<file path="src/rtl/timeout_sched_pkg.sv">
// timeout_sched_pkg: channel state type, width helpers and default parameters for timeout_sched
package timeout_sched_pkg;
  localparam int NumChDef = 4;
  localparam int DivFactorDef = 16;
  localparam int CntWidthDef = 8;
  typedef enum logic {IDLE, RUN} ch_state_e;
  function automatic int budget_w(int w);
    return w < 1 ? 1 : w;
  endfunction
  function automatic int tick_w(int d);
    return d < 2 ? 1 : $clog2(d);
  endfunction
endpackage

</file>
<file path="src/rtl/timeout_sched_tick_gen.sv">
// tick_gen: prescaler shared by all channels; en_i/any_run_i gate the count, tick_o strobes every DivFactor running cycles
module tick_gen
  import timeout_sched_pkg::*;
#(
  parameter int DivFactor = DivFactorDef
) (
  input  logic clk_i,
  input  logic rst_ni,
  input  logic en_i,
  input  logic any_run_i,
  output logic tick_o
);
  localparam int CW = tick_w(DivFactor);
  localparam logic [CW-1:0] Last = CW'(DivFactor - 1);
  logic [CW-1:0] cnt;
  always_ff @(posedge clk_i)
    if (!rst_ni || !any_run_i) cnt <= '0;
    else if (en_i) cnt <= (cnt == Last) ? '0 : cnt + 1'b1;
  assign tick_o = en_i & any_run_i & (cnt == Last);
endmodule

</file>
<file path="src/rtl/timeout_sched.sv">
// timeout_sched: NumCh arm/disarm timeout channels sharing one tick_gen; ports arm_valid/ready, arm_budget, disarm, busy, expired, tick
module timeout_sched
  import timeout_sched_pkg::*;
#(
  parameter int NumCh = NumChDef,
  parameter int DivFactor = DivFactorDef,
  parameter int CntWidth = CntWidthDef
) (
  input  logic                      clk_i,
  input  logic                      rst_ni,
  input  logic                      en_i,
  input  logic [NumCh-1:0]          arm_valid_i,
  output logic [NumCh-1:0]          arm_ready_o,
  input  logic [NumCh*CntWidth-1:0] arm_budget_i,
  input  logic [NumCh-1:0]          disarm_i,
  output logic [NumCh-1:0]          busy_o,
  output logic [NumCh-1:0]          expired_o,
  output logic                      tick_o
);
  typedef logic [budget_w(CntWidth)-1:0] budget_t;
  tick_gen #(.DivFactor(DivFactor)) u_tick (
    .clk_i(clk_i),
    .rst_ni(rst_ni),
    .en_i(en_i),
    .any_run_i(|busy_o),
    .tick_o(tick_o)
  );
  for (genvar i = 0; i < NumCh; i++) begin : g_ch
    ch_state_e state, state_n;
    budget_t rem, rem_n;
    logic exp_q, exp_n;
    always_ff @(posedge clk_i)
      if (!rst_ni) begin
        state <= IDLE;
        rem <= '0;
        exp_q <= 1'b0;
      end else begin
        state <= state_n;
        rem <= rem_n;
        exp_q <= exp_n;
      end
    always_comb begin
      state_n = state;
      rem_n = rem;
      exp_n = 1'b0;
      if (state == IDLE) begin
        if (arm_valid_i[i]) begin
          state_n = RUN;
          rem_n = arm_budget_i[i*CntWidth +: CntWidth];
        end
      end else if (disarm_i[i]) state_n = IDLE;
      else if (tick_o) begin
        if (rem == '0) begin
          state_n = IDLE;
          exp_n = 1'b1;
        end else rem_n = rem - 1'b1;
      end
    end
    assign arm_ready_o[i] = state == IDLE;
    assign busy_o[i] = state == RUN;
    assign expired_o[i] = exp_q;
  end
endmodule

</file>
<file path="config.mk">
export PLATFORM = sky130hd
export DESIGN_NAME = timeout_sched
export DESIGN_NICKNAME = d
export VERILOG_FILES = /design/src/rtl/timeout_sched_pkg.sv /design/src/rtl/timeout_sched_tick_gen.sv /design/src/rtl/timeout_sched.sv
export SDC_FILE = /design/constraint.sdc
export NUM_CORES = 1
export LEC_CHECK = 0
export CORE_AREA = 8 8 74 109
export CTS_BUF_LIST = sky130_fd_sc_hd__clkbuf_4 sky130_fd_sc_hd__clkbuf_8
export DETAILED_ROUTE_END_ITERATION = 16
export DIE_AREA = 0 0 82 117
export PLACE_DENSITY = 0.67
export SKIP_LAST_GASP = 1
export SLEW_MARGIN = 20
export SYNTH_ARGS = -nofsm -noshare
export SYNTH_HDL_FRONTEND = slang
export SYNTH_SLANG_ARGS = --single-unit
</file>
<file path="constraint.sdc">
create_clock -name clk_i -period 2.07 [get_ports clk_i]
set_clock_uncertainty 0.05 [all_clocks]
set_input_delay 0.414 -clock clk_i [delete_from_list [all_inputs] [get_ports clk_i]]
set_output_delay 0.414 -clock clk_i [all_outputs]
set_load 0.005 [all_outputs]
</file>
==> impl_metrics.toml <==
[drt]
wl_per_cell_um = 16.6
via_count = 2859
drtPass1Iterations = 4
drc_errors = 0
detail_route.vias_per_cell = 5.89
drt-total-wl_um = 8070
drtAntennaViolNets = 0
first_iter_violations = 248

[synthesis]
synthArstFlopShare_pct = 0
syn_inst = 346
yosys.cell_types.count = 59
syn_area_per_cell_um2 = 8.23
synth_compound_area_share_pct = 29.4
synth-main-ff-cell = "dfxtp_1"
synth-xor-area-share_pct = 0.615
synth-simple-area-share_pct = 25.9
synthAdderAreaFrac_pct = 3.95
netlist_area_um2 = 2850
synth-edff-count = 0
synth-seq-area-share_pct = 30.9
yosys_warnings = 0
ys_ff_latch = 44
muxShareOfSynthArea_pct = 2.46
syn-num-nets = 398
synth_top_family_by_area = "compound AO/OA/AOI/OAI gates"

[cts]
cts_max_path_buffers = 2
cts_buffers = 5
cts_root_buffer = "clkbuf_8"
cts_tree = "yes"
htree_levels = 2
cts_num_sinks = 44
path_clk_slew_ns = 0.08
cts_setup_buffers = 0
worstSkewPairLatency_ns = 0.29

[sta]
max_freq_ghz = 0.510
rsz0062_at_grt = "no"
period_minus_slack_ns = 1.96
maxSlewHeadroom_pct = 52.6
drv_slew = 0
setup_slack_ns = 0.109
worstMarginPinSlew_ns = 0.705
final-hold-violation-count = 0
min_period_over_period_pct = 94.7
setup_viol = 0

[run]
drv_cap = 0

[power_and_ir_drop]
p_clk_share_pct = 26.9
power.switching_mw = 0.705
p_leak_nw = 1.31
p_int_mw = 1.52
pwr-share-seq_pct = 43.8
swShare_pct = 31.7
power_density_nw_per_um2 = 609
combPwrFrac_pct = 29.3
max-vdd-ir-drop_mv = 0.296

[finish]
drive_above_1_share_pct = 13.0
final_common_cell = "clkdlybuf4s50_1"
num_antenna_cells = 0
layout_common_cells = "clkdlybuf4s50_1 (53), dfxtp_1 (42), nand2_1 (37)"
postLayoutCellArea_um2 = 3650
fin_nets = 458
fill_cells = 643
area_delta_synth_final_pct = 28.2

[floorplan]
start_util_pct = 43.3
core_area_um2 = 6570
die_y_um = 117
rows = 37
io_pins = 56
die_w_um = 82
die_area_um2 = 9590

[placement]
io_buffers = 55
dpl_worst_slack_ns = -0.116
gp_congestion = 0.866
placed_cell_area_um2 = 3530
hpwl_um = 5850

[global_route]
track_usage_pct = 17.2
antenna_found_initial = 0
grt_pass1_vias = 2884
grt_pass1_wl_um = 13300
grt_start_max_net_pins = 36
gr-total-overflow = 0

[setup_path]
worstPathRequired_ns = 1.61
arrival_ns = 1.50
end_kind = "output pin"
start_kind = "flop"
critical_path_class = "reg -> out"
worstPathMaxFanout = 11

[worst_hold_path]
hold_path.class = "reg -> reg"

[status]
outcome = "finished clean"
## layout make-up
cell class | instances | area (µm²) | area share (%)
sequential | 44 | 888 | 24.3
timing repair buffer | 76 | 709 | 19.4
tap | 78 | 97.6 | 2.67
inverter | 17 | 63.8 | 1.75
multi-input combinational | 262 | 1790 | 49.1
clock buffer | 8 | 97.6 | 2.67
## worst paths after layout
check	startpoint	endpoint	slack [ns]	depth (start not counted)
worst min-delay path	g_ch[0].rem[7]	g_ch[0].rem[7]	0.42	2
worst max-delay path	g_ch[0].state	arm_ready_o[0]	0.11	3
worst min register to register	g_ch[0].rem[7]	g_ch[0].rem[7]	0.42	2
worst max register to register	g_ch[1].rem[0]	g_ch[1].rem[1]	0.26	6
## routing by layer
layer | GRT usage, % | routed length [µm] | share of wire, % | up-vias
met4 | 5.88 | 93 | 1.2 | 0
met5 | 0 | 0 | 0 | -
met2 | 30.4 | 4230 | 52 | 69
met1 | 19.9 | 3380 | 42 | 1355
li1 | - | - | - | 1429
met3 | 3.21 | 367 | 4.5 | 6
## state kept, by name, summed over array words and instances (netlist names)
name and cells:
g_ch.state 4, g_ch.rem 32, u_tick.cnt 4, g_ch.exp_q 4
## logic make-up after synthesis
group / Yosys count
XOR/XNOR: 2
AND/OR/NAND/NOR: 135
buffers and inverters: 40
multiplexers: 7
adder cells (fa/ha/maj): 9
flip-flops: 44
AO/OA/AOI/OAI: 109
## power groups by stage
stage / clock network (mW) / logic (mW) / registers, mW
final: 0.597 / 0.652 / 0.975
after global routing: 0.642 / 0.716 / 0.983
after CTS: 0.611 / 0.651 / 0.974
after detailed placement: 0 / 0.646 / 0.991
after global placement: 0 / 0.637 / 0.990
after floorplan: 0 / 0.419 / 0.977
## cells in the mapped netlist (2+ instances only)
master | instances | share of area [%]
o2bb2ai_1 | 2 | 0.62
nor4_4 | 2 | 1.5
a311oi_4 | 2 | 1.8
o31a_1 | 2 | 0.62
nor4_1 | 3 | 0.66
buf_4 | 8 | 2.1
a2bb2oi_1 | 8 | 2.5
ha_1 | 9 | 4.0
nor2b_1 | 7 | 1.5
nand2b_1 | 7 | 1.5
o221ai_1 | 2 | 0.62
o22ai_1 | 4 | 0.88
clkbuf_1 | 10 | 1.3
dfxtp_1 | 44 | 31
nand3_1 | 20 | 3.5
inv_1 | 15 | 2.0
a311o_2 | 3 | 1.2
nor3_1 | 16 | 2.8
o21ai_0 | 2 | 0.35
o32ai_1 | 19 | 5.8
nor2_2 | 3 | 0.66
mux2i_1 | 7 | 2.5
a31oi_1 | 7 | 1.5
nor2_1 | 20 | 2.6
o21bai_1 | 3 | 0.79
a32oi_1 | 2 | 0.62
nand2_1 | 37 | 4.9
a221oi_1 | 2 | 0.62
buf_2 | 3 | 0.53
a21oi_1 | 35 | 6.2
a22oi_1 | 4 | 1.1
and3_1 | 5 | 1.1
and4_1 | 2 | 0.62
a211oi_1 | 3 | 0.79
or3_1 | 4 | 0.88
## critical path, cell delays in order (launching register included)
cell and delay [ns]:
dfxtp_1 0.47, buf_4 0.23, inv_1 0.06, clkdlybuf4s50_1 0.44
## stage by stage
stage | cells | TNS (ns) | hold WS, ns | total power [mW] | util, %
after floorplan | 346 | 0 | 0.389 | 1.40 | -
after global placement | 477 | -0.546 | 0.402 | 1.63 | 53.6
after detailed placement | 477 | -1.23 | 0.407 | 1.64 | 53.6
after CTS | 485 | 0 | 0.421 | 2.24 | 55.4
after global routing | 485 | 0 | 0.452 | 2.34 | 55.5
final | 485 | 0 | 0.425 | 2.22 | 55.5
## what timing repair did
action,in CTS,in global routing
resized for setup,6,3
cloned,0,0
endpoints found under the setup margin,1,1
hold buffers,0,0
pin swaps,0,0
Power figures use the tool's default switching activity.
==> RTL change: new RTL, config.mk and constraints unchanged <==
The package constant `DivFactorDef` goes from 16 to 24.
--- a/src/rtl/timeout_sched_pkg.sv
+++ b/src/rtl/timeout_sched_pkg.sv
@@ -2,5 +2,5 @@
 package timeout_sched_pkg;
   localparam int NumChDef = 4;
-  localparam int DivFactorDef = 16;
+  localparam int DivFactorDef = 24;
   localparam int CntWidthDef = 8;
   typedef enum logic {IDLE, RUN} ch_state_e;
Formal check against the unedited RTL: same outputs for any inputs over 10 cycles, from zero or initial values and one cycle with rst_ni low; that may be too few to reach the edited logic, so the function may still have changed.
==> RTL change against the unedited design <==
  * Via count shrank 5.2%
  * Sequential cell count increased by 1
  * Routed wire length decreased by 12%
  * Setup slack better by 0.011 ns
  * Cell area down 0.75%
  * Power rose by 3.6%
  * Area after synthesis is 3.5% lower
  * Clock power rose by 11%
  * Core utilization down 0.42 points
  * Largest cell class unchanged
  * Highest routed layer unchanged
==> RTL change: results (changes against the unedited design) <==
| Metric | Value |
|---|---|
| CTS resizes | `1 (was 6)` |
| GRT Util Overall | `0.156 (was 0.172)` |
| P_clk | `0.665 mW (was 0.597 mW)` |
| Setup WS post-layout | `0.121 ns (was 0.109 ns)` |
| WL met2 | `3650 µm (was 4230 µm)` |
| Syn_nets | `394 (was 398)` |
| Global-route wire length before repair | `12,100 µm (was 13,300 µm)` |
| CP Max Fanout | `3 (was 11)` |
| Placed cell count | `485 (was 477)` |
| Combinational cell fraction of total power | `0.287 (was 0.293)` |
| Worst IR drop on VDD | `0.000276 V (was 0.000296 V)` |
| Reg2reg path depth | `5 (was 6)` |
| Hpwl dp | `5490 µm (was 5850 µm)` |
| DR vias/cell | `5.51 (was 5.89)` |
| Place WS | `-0.177 ns (was -0.116 ns)` |
| P_leak | `1.41 nW (was 1.31 nW)` |
| Met3 WL | `315 µm (was 367 µm)` |
| Worst r2r dst | `g_ch[1].rem[0] (was g_ch[1].rem[1])` |
| Worst reg2reg startpoint | `g_ch[1].rem[4] (was g_ch[1].rem[0])` |
| Fraction of layout cells with a size suffix above 1 | `0.138 (was 0.130)` |
| Nets@finish | `466 (was 458)` |
| Rel. slew slack | `0.548 (was 0.526)` |
| Status | `finished, final reports clean (unchanged)` |
| Seq/Total Area, Yosys | `0.328 (was 0.309)` |
| Commonest cells in the netlist | `dfxtp_1 (45), a21oi_1 (39), nand2_1 (34), nor2_1 (32), inv_1 (15) (was dfxtp_1 (44), nand2_1 (37), a21oi_1 (35), nand3_1 (20), nor2_1 (20))` |
| Synth top area cells | `dfxtp_1 (33%), a21oi_1 (7.1%), nand2_1 (4.6%), nor2_1 (4.4%), ha_1 (4.1%) (was dfxtp_1 (31%), a21oi_1 (6.2%), o32ai_1 (5.8%), nand2_1 (4.9%), ha_1 (4.0%))` |
==> RTL change: cell count changes after synthesis, moves of 5 or more <==
cell / delta
o32ai_1: -8
o21ai_0: +9
nor3_1: -8
buf_6: +5
nor2_1: +12
a2bb2oi_1: -8
nand3_1: -9
nor4_1: +5
==> RTL change: kinds of logic (layout without fill, tap and decap cells) <==
kind of cell | after synthesis | in the layout | synth area share
AOI/OAI and AO/OA | 106 | 106 | 0.272
xor gates and xnor gates | 3 | 3 | 0.00956
adders and majority gates | 9 | 9 | 0.0410
buffers and inverters | 41 | 113 | 0.0851
DFF | 45 | 45 | 0.328
muxes | 6 | 6 | 0.0219
and+or+nand+nor | 132 | 132 | 0.243
==> RTL change: metal layers <==
metal / vias up / global-route usage
met2: 56 / 0.279
met1: 1263 / 0.175
met3: 9 / 0.0291
met5: - / 0
li1: 1382 / -
met4: 0 / 0.0635
==> RTL change: worst min path at each step <==
stage                         from             end  slack, ns
floorplan           g_ch[2].rem[7]  g_ch[2].rem[7]       0.38
global placement    g_ch[2].rem[7]  g_ch[2].rem[7]       0.40
detailed placement  g_ch[2].rem[7]  g_ch[2].rem[7]       0.40
CTS                 g_ch[2].rem[7]  g_ch[2].rem[7]       0.42
global route        g_ch[2].rem[7]  g_ch[2].rem[7]       0.44
finish              g_ch[2].rem[7]  g_ch[2].rem[7]       0.42
==> RTL change: area by class of cell <==
cell class                 count  area, µm²
fill                         634       2950
multi-input combinational    256       1620
clock buffer                   5       68.8
clock inverter                 2       38.8
timing repair buffer          89        830
tap                           78       97.6
inverter                      17       63.8
sequential                    45        901
==> RTL change: critical path: stages <==
cell             delay [ns]
clkdlybuf4s50_1        0.48
and3_4                 0.19
nand2_1                0.06
nor2_1                 0.10
dlygate4sd2_1          0.24
